$ cat src/rtl/panel_pkg.sv
// Shared definitions for the front-panel console command sequencer:
// command codes, key_in bit positions and sequencer state encoding.
package panel_pkg;

   localparam logic [2:0] CMD_START     = 3'd0;
   localparam logic [2:0] CMD_LOAD_ADDR = 3'd1;
   localparam logic [2:0] CMD_DEP       = 3'd2;
   localparam logic [2:0] CMD_EXAM      = 3'd3;
   localparam logic [2:0] CMD_CONT      = 3'd4;
   localparam logic [2:0] CMD_STOP      = 3'd5;

   localparam int KEY_START     = 7;
   localparam int KEY_LOAD_ADDR = 6;
   localparam int KEY_DEP       = 5;
   localparam int KEY_EXAM      = 4;
   localparam int KEY_CONT      = 3;
   localparam int KEY_STOP      = 2;
   localparam int KEY_SING_STEP = 1;
   localparam int KEY_SING_INST = 0;
   localparam int KEY_CMD_LSB   = KEY_STOP;

   typedef enum logic [1:0] {
      ST_IDLE  = 2'd0,
      ST_ISSUE = 2'd1,
      ST_HOLD  = 2'd2
   } state_e;

   function automatic int max_int(input int a, input int b);
      return (a > b) ? a : b;
   endfunction

endpackage

$ cat src/rtl/panel_key_ctl_if.sv
// Console command handshake between the panel sequencer (master) and the CPU
// control logic (slave).
interface panel_key_ctl_if;
   logic       cmd_valid;
   logic       cmd_ready;
   logic [2:0] cmd_code;
   logic       cmd_reject;

   modport master (output cmd_valid, output cmd_code, output cmd_reject, input cmd_ready);
   modport slave  (input cmd_valid, input cmd_code, input cmd_reject, output cmd_ready);
endinterface

$ cat src/rtl/key_prio_enc.sv
// Fixed-priority encoder for command key presses (vector indexed from key_in[2]).
// STOP > START > CONT > LOAD_ADDR > EXAM > DEP.
module key_prio_enc
   import panel_pkg::*;
(
   input  logic [5:0] press_i,
   output logic       hit_o,
   output logic [2:0] code_o
);

   always_comb begin
      hit_o  = |press_i;
      code_o = CMD_DEP;
      if (press_i[KEY_STOP - KEY_CMD_LSB])
         code_o = CMD_STOP;
      else if (press_i[KEY_START - KEY_CMD_LSB])
         code_o = CMD_START;
      else if (press_i[KEY_CONT - KEY_CMD_LSB])
         code_o = CMD_CONT;
      else if (press_i[KEY_LOAD_ADDR - KEY_CMD_LSB])
         code_o = CMD_LOAD_ADDR;
      else if (press_i[KEY_EXAM - KEY_CMD_LSB])
         code_o = CMD_EXAM;
      else if (press_i[KEY_DEP - KEY_CMD_LSB])
         code_o = CMD_DEP;
   end

endmodule

$ cat src/rtl/panel_key_ctl.sv
// Panel key press -> console command sequencer with run-state qualification.
// Define PANEL_AUTOREPEAT_EN to build DEP/EXAM autorepeat while the key is held.
module panel_key_ctl
   import panel_pkg::*;
#(
   parameter int REPEAT_DELAY = 50000000,
   parameter int REPEAT_RATE  = 10000000
) (
   input  logic              clk,
   input  logic              rst_n,
   input  logic [7:0]        key_in,
   input  logic              run,
   panel_key_ctl_if.master   cmd,
   output logic              sing_step_q,
   output logic              sing_inst_q
);

   state_e     state_q, state_d;
   logic [2:0] code_q, code_d;
   logic       reject_q, reject_d;
   logic [5:0] prev_q;
   logic [5:0] cmd_keys;
   logic [5:0] press;
   logic       enc_hit;
   logic [2:0] enc_code;

   assign cmd_keys = key_in[KEY_START:KEY_CMD_LSB];
   assign press    = cmd_keys & ~prev_q;

   key_prio_enc u_prio (
      .press_i (press),
      .hit_o   (enc_hit),
      .code_o  (enc_code)
   );

`ifdef PANEL_AUTOREPEAT_EN
   localparam int CNT_W = $clog2(max_int(REPEAT_DELAY, REPEAT_RATE) + 1);

   logic [CNT_W-1:0] cnt_q, cnt_d;
   logic [CNT_W:0]   cnt_inc;
   logic [CNT_W:0]   rep_thr;
   logic             arm_q, arm_d;
   logic             rep_q, rep_d;
   logic             key_held;

   // Counter value counts cycles since the transfer, the transfer cycle included.
   assign cnt_inc  = {1'b0, cnt_q} + 1'b1;
   assign rep_thr  = rep_q ? (CNT_W+1)'(REPEAT_RATE) : (CNT_W+1)'(REPEAT_DELAY);
   assign key_held = (code_q == CMD_DEP  && key_in[KEY_DEP]) ||
                     (code_q == CMD_EXAM && key_in[KEY_EXAM]);
`endif

   always_comb begin
      state_d  = state_q;
      code_d   = code_q;
      reject_d = 1'b0;
`ifdef PANEL_AUTOREPEAT_EN
      cnt_d    = cnt_q;
      arm_d    = arm_q;
      rep_d    = rep_q;
`endif
      unique case (state_q)
         ST_IDLE: begin
            if (enc_hit) begin
               if (run && enc_code != CMD_STOP) begin
                  reject_d = 1'b1;
               end else begin
                  state_d = ST_ISSUE;
                  code_d  = enc_code;
`ifdef PANEL_AUTOREPEAT_EN
                  rep_d   = 1'b0;
`endif
               end
            end
         end
         ST_ISSUE: begin
            if (cmd.cmd_ready) begin
               state_d = ST_HOLD;
`ifdef PANEL_AUTOREPEAT_EN
               cnt_d   = CNT_W'(1);
               arm_d   = 1'b1;
`endif
            end
         end
         ST_HOLD: begin
            // STOP is the only press honoured while a key is still down.
            if (enc_hit && enc_code == CMD_STOP) begin
               state_d = ST_ISSUE;
               code_d  = CMD_STOP;
`ifdef PANEL_AUTOREPEAT_EN
               rep_d   = 1'b0;
`endif
            end else if (cmd_keys == '0) begin
               state_d = ST_IDLE;
            end
`ifdef PANEL_AUTOREPEAT_EN
            else if (!arm_q || !key_held || run) begin
               arm_d = 1'b0;
            end else if (cnt_inc >= rep_thr) begin
               state_d = ST_ISSUE;
               rep_d   = 1'b1;
            end else begin
               cnt_d = cnt_inc[CNT_W] ? cnt_q : cnt_inc[CNT_W-1:0];
            end
`endif
         end
         default: state_d = ST_IDLE;
      endcase
   end

   always_ff @(posedge clk) begin
      // Loaded during reset too, so keys held through reset never fire.
      prev_q <= cmd_keys;
      if (!rst_n) begin
         state_q     <= ST_IDLE;
         code_q      <= '0;
         reject_q    <= 1'b0;
         sing_step_q <= 1'b0;
         sing_inst_q <= 1'b0;
`ifdef PANEL_AUTOREPEAT_EN
         cnt_q       <= '0;
         arm_q       <= 1'b0;
         rep_q       <= 1'b0;
`endif
      end else begin
         state_q     <= state_d;
         code_q      <= code_d;
         reject_q    <= reject_d;
         sing_step_q <= key_in[KEY_SING_STEP];
         sing_inst_q <= key_in[KEY_SING_INST];
`ifdef PANEL_AUTOREPEAT_EN
         cnt_q       <= cnt_d;
         arm_q       <= arm_d;
         rep_q       <= rep_d;
`endif
      end
   end

   assign cmd.cmd_valid  = (state_q == ST_ISSUE);
   assign cmd.cmd_code   = code_q;
   assign cmd.cmd_reject = reject_q;

endmodule

$ cat src/flat_wrapper.sv
// flat-port wrapper written by rule: the top's interface ports become plain ports
module panel_key_ctl_flat import panel_pkg::*;
#(
   parameter int REPEAT_DELAY = 50000000,
   parameter int REPEAT_RATE  = 10000000
)
  (clk, rst_n, key_in, run, sing_step_q, sing_inst_q, cmd_cmd_valid, cmd_cmd_code, cmd_cmd_reject, cmd_cmd_ready);
  panel_key_ctl_if cmd_i ();
  input  logic clk;
  input  logic rst_n;
  input  logic [7:0] key_in;
  input  logic run;
  output logic sing_step_q;
  output logic sing_inst_q;
  output wire logic [$bits(cmd_i.cmd_valid)-1:0] cmd_cmd_valid;
  output wire logic [$bits(cmd_i.cmd_code)-1:0] cmd_cmd_code;
  output wire logic [$bits(cmd_i.cmd_reject)-1:0] cmd_cmd_reject;
  input wire logic [$bits(cmd_i.cmd_ready)-1:0] cmd_cmd_ready;
  assign cmd_cmd_valid = cmd_i.cmd_valid;
  assign cmd_cmd_code = cmd_i.cmd_code;
  assign cmd_cmd_reject = cmd_i.cmd_reject;
  assign cmd_i.cmd_ready = cmd_cmd_ready;
  panel_key_ctl #(.REPEAT_DELAY(REPEAT_DELAY), .REPEAT_RATE(REPEAT_RATE)) u_core (.clk(clk), .rst_n(rst_n), .key_in(key_in), .run(run), .cmd(cmd_i), .sing_step_q(sing_step_q), .sing_inst_q(sing_inst_q));
endmodule
$ cat config.mk
export PLATFORM = sky130hd
export DESIGN_NAME = panel_key_ctl_flat
export DESIGN_NICKNAME = d
export VERILOG_FILES = /design/src/rtl/panel_pkg.sv /design/src/rtl/panel_key_ctl_if.sv /design/src/rtl/key_prio_enc.sv /design/src/rtl/panel_key_ctl.sv /design/src/flat_wrapper.sv
export SDC_FILE = /design/constraint.sdc
export NUM_CORES = 1
export LEC_CHECK = 0
export BUFFER_PORTS_ARGS = -buffer_cell sky130_fd_sc_hd__buf_2
export CAP_MARGIN = 20
export CORE_UTILIZATION = 28
export CTS_CLUSTER_DIAMETER = 50
export DETAILED_ROUTE_END_ITERATION = 7
export PLACE_DENSITY_LB_ADDON = 0.05
export SLEW_MARGIN = 20
export SYNTH_ARGS = -nofsm -noshare
export SYNTH_HDL_FRONTEND = slang
export SYNTH_HIERARCHICAL = 1
export SYNTH_SLANG_ARGS = --single-unit
$ cat constraint.sdc
create_clock -name clk -period 2.23 [get_ports clk]
set_clock_uncertainty 0.2 [all_clocks]
set_input_delay 0.223 -clock clk [delete_from_list [all_inputs] [get_ports clk]]
set_output_delay 0.223 -clock clk [all_outputs]
set_load 0.05 [all_outputs]
* Word level (Yosys, flattened, before mapping) *
Cells that the tools add are included.

storage, ports and cells
  output and inout port bits = 7
  latch bits = 0
  logic and storage cells = 42
  memory bits (writable) = 0
  memories kept = 0
  input bits = 12
  bits in read-only memories = 0
  register bits = 14

cells by class
  reductions and logical operators = 9
  divide/modulo/power cells = 0
  multipliers = 0
  equality and inequality tests = 9
  shift operators = 0
  bitwise logic cells = 2
  add/sub/neg operators = 0
  multiplexer cells = 16
  $lt $le $gt $ge = 0

operators with widths
  cell                  number
  $mux W3               6
  $mux W2               6
  $reduce_and A4 Y1     2
  $and A6 B6 Y6         1
  $logic_not A6 Y1      1
  $ne A2 B1 Y1 const B  3
  $not A6 Y6            1
  $pmux W2 S3           1
  $pmux W3 S2           1
  $reduce_or A6 Y1      1
  $eq A3 B3 Y1 const B  1
  $ne A3 B1 Y1 const B  1
  $ne A3 B3 Y1 const B  1
  $reduce_and A3 Y1     1
  $eq A2 B1 Y1 const B  1
  $eq A2 B2 Y1 const B  1
  $logic_and A1 B1 Y1   2
  $logic_not A2 Y1      1
  $mux W1               2
  $ne A2 B2 Y1 const B  1
  $reduce_bool A2 Y1    1

* Depth between registers and ports, before layout *
  depth after elaboration = 12
  mapped depth = 7
  depth with buffers taken out = 7

* Cells and area by module *
The synthesis kept the hierarchy.

modules (own cells, without submodules)
  module         sequential area each (um^2)  cells each  area an instance (um^2)  times used
  panel_key_ctl  280.3                        48          505.5                    1
  key_prio_enc   0.0                          8           58.8                     1

* Worst setup path before layout *
No wires, ideal clock.

  path type = flip-flop to flip-flop
  start point = reg u_core.prev_q[5]
  end point = reg u_core.code_q[0] (netlist: u_core/cmd.cmd_code[0])
  setup time = 119 ps
  path buffers = 0
  stages on the path, launching flop included = 7
  clock period less this slack = 1643 ps
  slack = 587 ps
  arrival time = 1324 ps
  data required time = 1911 ps
  cell sequence = dfxtp_1 > nor2b_1 > nor3_2 > nand3b_1 > nand2b_4 > or2_4 > o221a_1

on the way
  elaborated cells on any way between the ends = 16
  classes of those cells = eq/ne: 5; mux: 5; bitwise: 2; reduce/logical: 4

RTL lines
  what                                  RTL line              text
  start: declaration                    panel_key_ctl.sv:21   logic [5:0] prev_q;
  start signal: assignment              panel_key_ctl.sv:113  prev_q <= cmd_keys;
  $not A6 Y6 *                          panel_key_ctl.sv:28   assign press = cmd_keys & ~prev_q;
  $and A6 B6 Y6 *                       panel_key_ctl.sv:28
  via u_core.press[5]                   panel_key_ctl.sv:23   logic [5:0] press;
  $reduce_or A6 Y1 *                    key_prio_enc.sv:12    hit_o = |press_i;
  via u_core.enc_hit                    panel_key_ctl.sv:24   logic enc_hit;
  $logic_and A1 B1 Y1                   panel_key_ctl.sv:87   if (enc_hit && enc_code == CMD_STOP) begin
  $ne A2 B1 Y1 (no source line)         -
  $reduce_and A4 Y1 (no source line) *  -
  end signal: assignment                panel_key_ctl.sv:127  code_q <= code_d;
  end: declaration                      panel_key_ctl.sv:19   logic [2:0] code_q, code_d;

Mark *: on every way through the listed nets, which the timed path passes. The rest lies on a longest branch. The select of a mux whose other input is x is not followed.
A chain may end at the register's enable or synchronous reset.

* Worst setup path in the final report *
  start point = in key_in[7]
  end point = reg u_core.code_q[0] (netlist: u_core/cmd.cmd_code[0])

on the way
  elaborated cells on any way between the ends = 15
  classes of those cells = eq/ne: 5; mux: 5; bitwise: 1; reduce/logical: 4

RTL lines
  what                                  RTL line             text
  start: declaration                    flat_wrapper.sv:11   input logic [7:0] key_in;
  $and A6 B6 Y6 *                       panel_key_ctl.sv:28
  via u_core.press[5]                   panel_key_ctl.sv:23
  $reduce_or A6 Y1 *                    key_prio_enc.sv:12
  via u_core.enc_hit                    panel_key_ctl.sv:24
  $logic_and A1 B1 Y1                   panel_key_ctl.sv:87
  $ne A2 B1 Y1 (no source line)         -
  $reduce_and A4 Y1 (no source line) *  -

Marked as above.

==> key figures <==
Worst setup path
  – R2r setup slk: 0.50 ns
  – CP cell instances: dlygate4sd3_1 > buf_2 > nor2b_1 > nor3_2 > nand3b_1 > nand2b_4 > or2_4 > o221a_1
  – Critical Path Start: key_in[7]
  – Slowest-stage cell, CP: dlygate4sd3_1
  – Critical Path Start Type: primary input
  – WP data required: 2.19 ns
  – Worst EP arrival: 2.00 ns
  – Worst Setup Path Type: primary input to flip-flop
  – CP max FO: 4
  – CP peak stage delay: 0.52 ns
  – Reg-to-reg critical path startpoint: u_core/prev_q[5]$_DFF_P_
  – CP Capture Type: flip-flop

Route
  – WL met2: 464 µm
  – Drt wl/cell: 9.43 µm
  – DR WL met3: 39 µm
  – Post-route ant nets: 0
  – WL met1: 518 µm
  – Detailed router's first-iteration violation count: 7
  – Number of remaining DRC errors: 0
  – Vias/cell: 4.34
  – DR pass1 iterations: 3
  – Vias post-DR: 477
  – Post-Route WL: 1.04 mm
  – Top routing layer used: met4

Global routing
  – Largest net degree at the start of global routing: 11
  – Gr usage total: 12.0%
  – Initial antenna violation count: 0
  – First-pass GRT wire length: 1.76 mm
  – Vias in the first global route: 413
  – Grt ovf: 0

Finish
  – Final non-filler cell total: 110
  – Ratio of cells with drive above 1 in the final layout: 32.9%
  – Diodes inserted: 0
  – Most common cell after layout, fill and taps aside: buf_2
  – Register area: 280 µm²
  – Multi-input logic area: 268 µm²
  – Layout Nets: 99
  – Synth-to-Final Area Change: 40.6%
  – # fillers: 195
  – Most frequent cells in the layout: buf_2 (18), dfxtp_1 (14), dlygate4sd3_1 (9)

Clocking
  – CTS Buffer Depth: 2
  – Number of setup buffers added after CTS: 0
  – Clock-pin slew on the worst setup and hold paths: 0.08 ns
  – Clock Latency Late Sink: 0.27 ns
  – CTS Sinks: 14
  – CTS Buf Count: 3
  – Root Driver: clkbuf_4
  – CTS tree: built
  – H-tree levels: 1
  – PostCTS Resize Cnt: 0
  – Hold_buf cts: 9

Place
  – DP Cell Count: 98
  – PortBufs: 18
  – HPWL after detailed placement: 775 µm
  – Gpl congestion: 0.691

Floorplan
  – Die Span X: 46.9 µm
  – Die area: 2200 µm²
  – Die Y: 46.9 µm
  – # rows: 15
  – Core Box Area: 1800 µm²
  – Ports: 19
  – Initial core utilization: 31.3%

Synth
  – Sequential-to-total area share from yosys stat: 49.7%
  – Seq cells post-synth: 14
  – Synth Net Count: 68
  – Mapped Avg Cell Area: 10.1 µm²
  – Yosys Warn Count: 6
  – Syn Inst Count: 56
  – Cell variety after synth: 25
  – Post-synthesis cell area: 564 µm²

STA
  – Final Cycle Share: 91.3%
  – Max Transition Viols Final: 0
  – Final setup viols: 0
  – Final setup TNS: 0 ns
  – Slew headroom: 75.8%
  – RSZ-0062 raised after global routing: false
  – Least-Margin Pin Slew: 0.362 ns
  – Final hold vios: 0
  – FMAX: 491 MHz
  – Period minus WS final: 2.04 ns

Min path
  – HP Class: primary input to flip-flop
  – Hold Path Origin: cmd_cmd_ready

Power and ir drop
  – Pwr dens: 691 nW/µm²
  – Leak pwr: 0.342 nW
  – VDD IR max: 288 µV

Run status
  – Status: finished, final reports clean

Flow run
  – Max-Cap Viols: 0
## cell type report
| class | instances | area share, % |
|---|---|---|
| clock buffers | 3 | 2.84 |
| repair buffers | 27 | 22.7 |
| inverters | 3 | 1.42 |
| flip-flops and latches | 14 | 35.3 |
| multi-input cells | 38 | 33.8 |
| well taps | 25 | 3.94 |
## worst max-delay path, delay by kind of cell
kind	cells	cell delay, ns
buf+inv	2	0.63
simple gates	5	0.92
compound gates	1	0.23
## flip-flops by register name (all words and copies together), names as in the netlist
signal	count
u_core/prev_q	6
u_core/sing_inst_q	1
u_core/cmd.cmd_code	3
u_core/cmd.cmd_reject	1
u_core/state_q	2
u_core/sing_step_q	1
## power by group
part / internal [mW] / switching (mW) / total, mW
clock network: 0.0624 / 0.0735 / 0.136
logic: 0.0557 / 0.0808 / 0.137
registers: 0.268 / 0.00778 / 0.276
## cells by family after synthesis
family,count (synthesis),synth area share (%)
DFF,14,49.7
buffers and inverters,4,2.88
and+or+nand+nor,27,31.7
AOI/OAI and AO/OA,11,15.7
## worst paths after layout
check	cells past startpoint	endpoint
min reg2reg	2	u_core/cmd.cmd_code[1]$_SDFFE_PN0P_
max	8	u_core/cmd.cmd_code[0]$_SDFFE_PN0P_
min	3	u_core/state_q[1]$_SDFFE_PN0P_
max reg2reg	6	u_core/cmd.cmd_code[0]$_SDFFE_PN0P_
## cell usage after synthesis, drive strengths merged
library cell  number  area share (%)
nor2b              8             8.9
and2b              1             1.6
buf                1            0.89
nor4               2             3.3
nor2               2             1.3
nor3               1             1.8
a21oi              3             3.3
o21ai              1            0.89
o221a              2             4.0
o31ai              1             2.2
nor4b              1             1.6
nand2b             1             2.4
and2               2             2.2
nand3b             2             2.7
o21a               1             1.3
dfxtp             14              50
inv                3             2.0
nand2              5             3.3
a211oi             1             1.3
or2                2             2.7
o2111ai            1             1.6
o22ai              1             1.1
## per-layer routing
layer,up-vias,GRT usage (%)
met5,-,0
met4,0,8.57
met3,2,3.46
met2,8,14.7
met1,211,17.3
li1,256,-
## metrics by stage
| step | setup WS, ns | total power [mW] | hold slack, ns | util (%) | instance area (µm²) |
|---|---|---|---|---|---|
| floorplan | 0.587 | 0.377 | 0.0507 | - | 564 |
| global placement | 0.437 | 0.408 | 0.152 | 37.8 | 681 |
| detailed placement | 0.439 | 0.408 | 0.153 | 37.8 | 681 |
| CTS | 0.192 | 0.560 | 0.0385 | 44.0 | 793 |
| global route | 0.0469 | 0.585 | 0.0582 | 44.0 | 793 |
| finish | 0.194 | 0.548 | 0.0497 | 44.0 | 793 |
(Power assumes the default switching activity.)
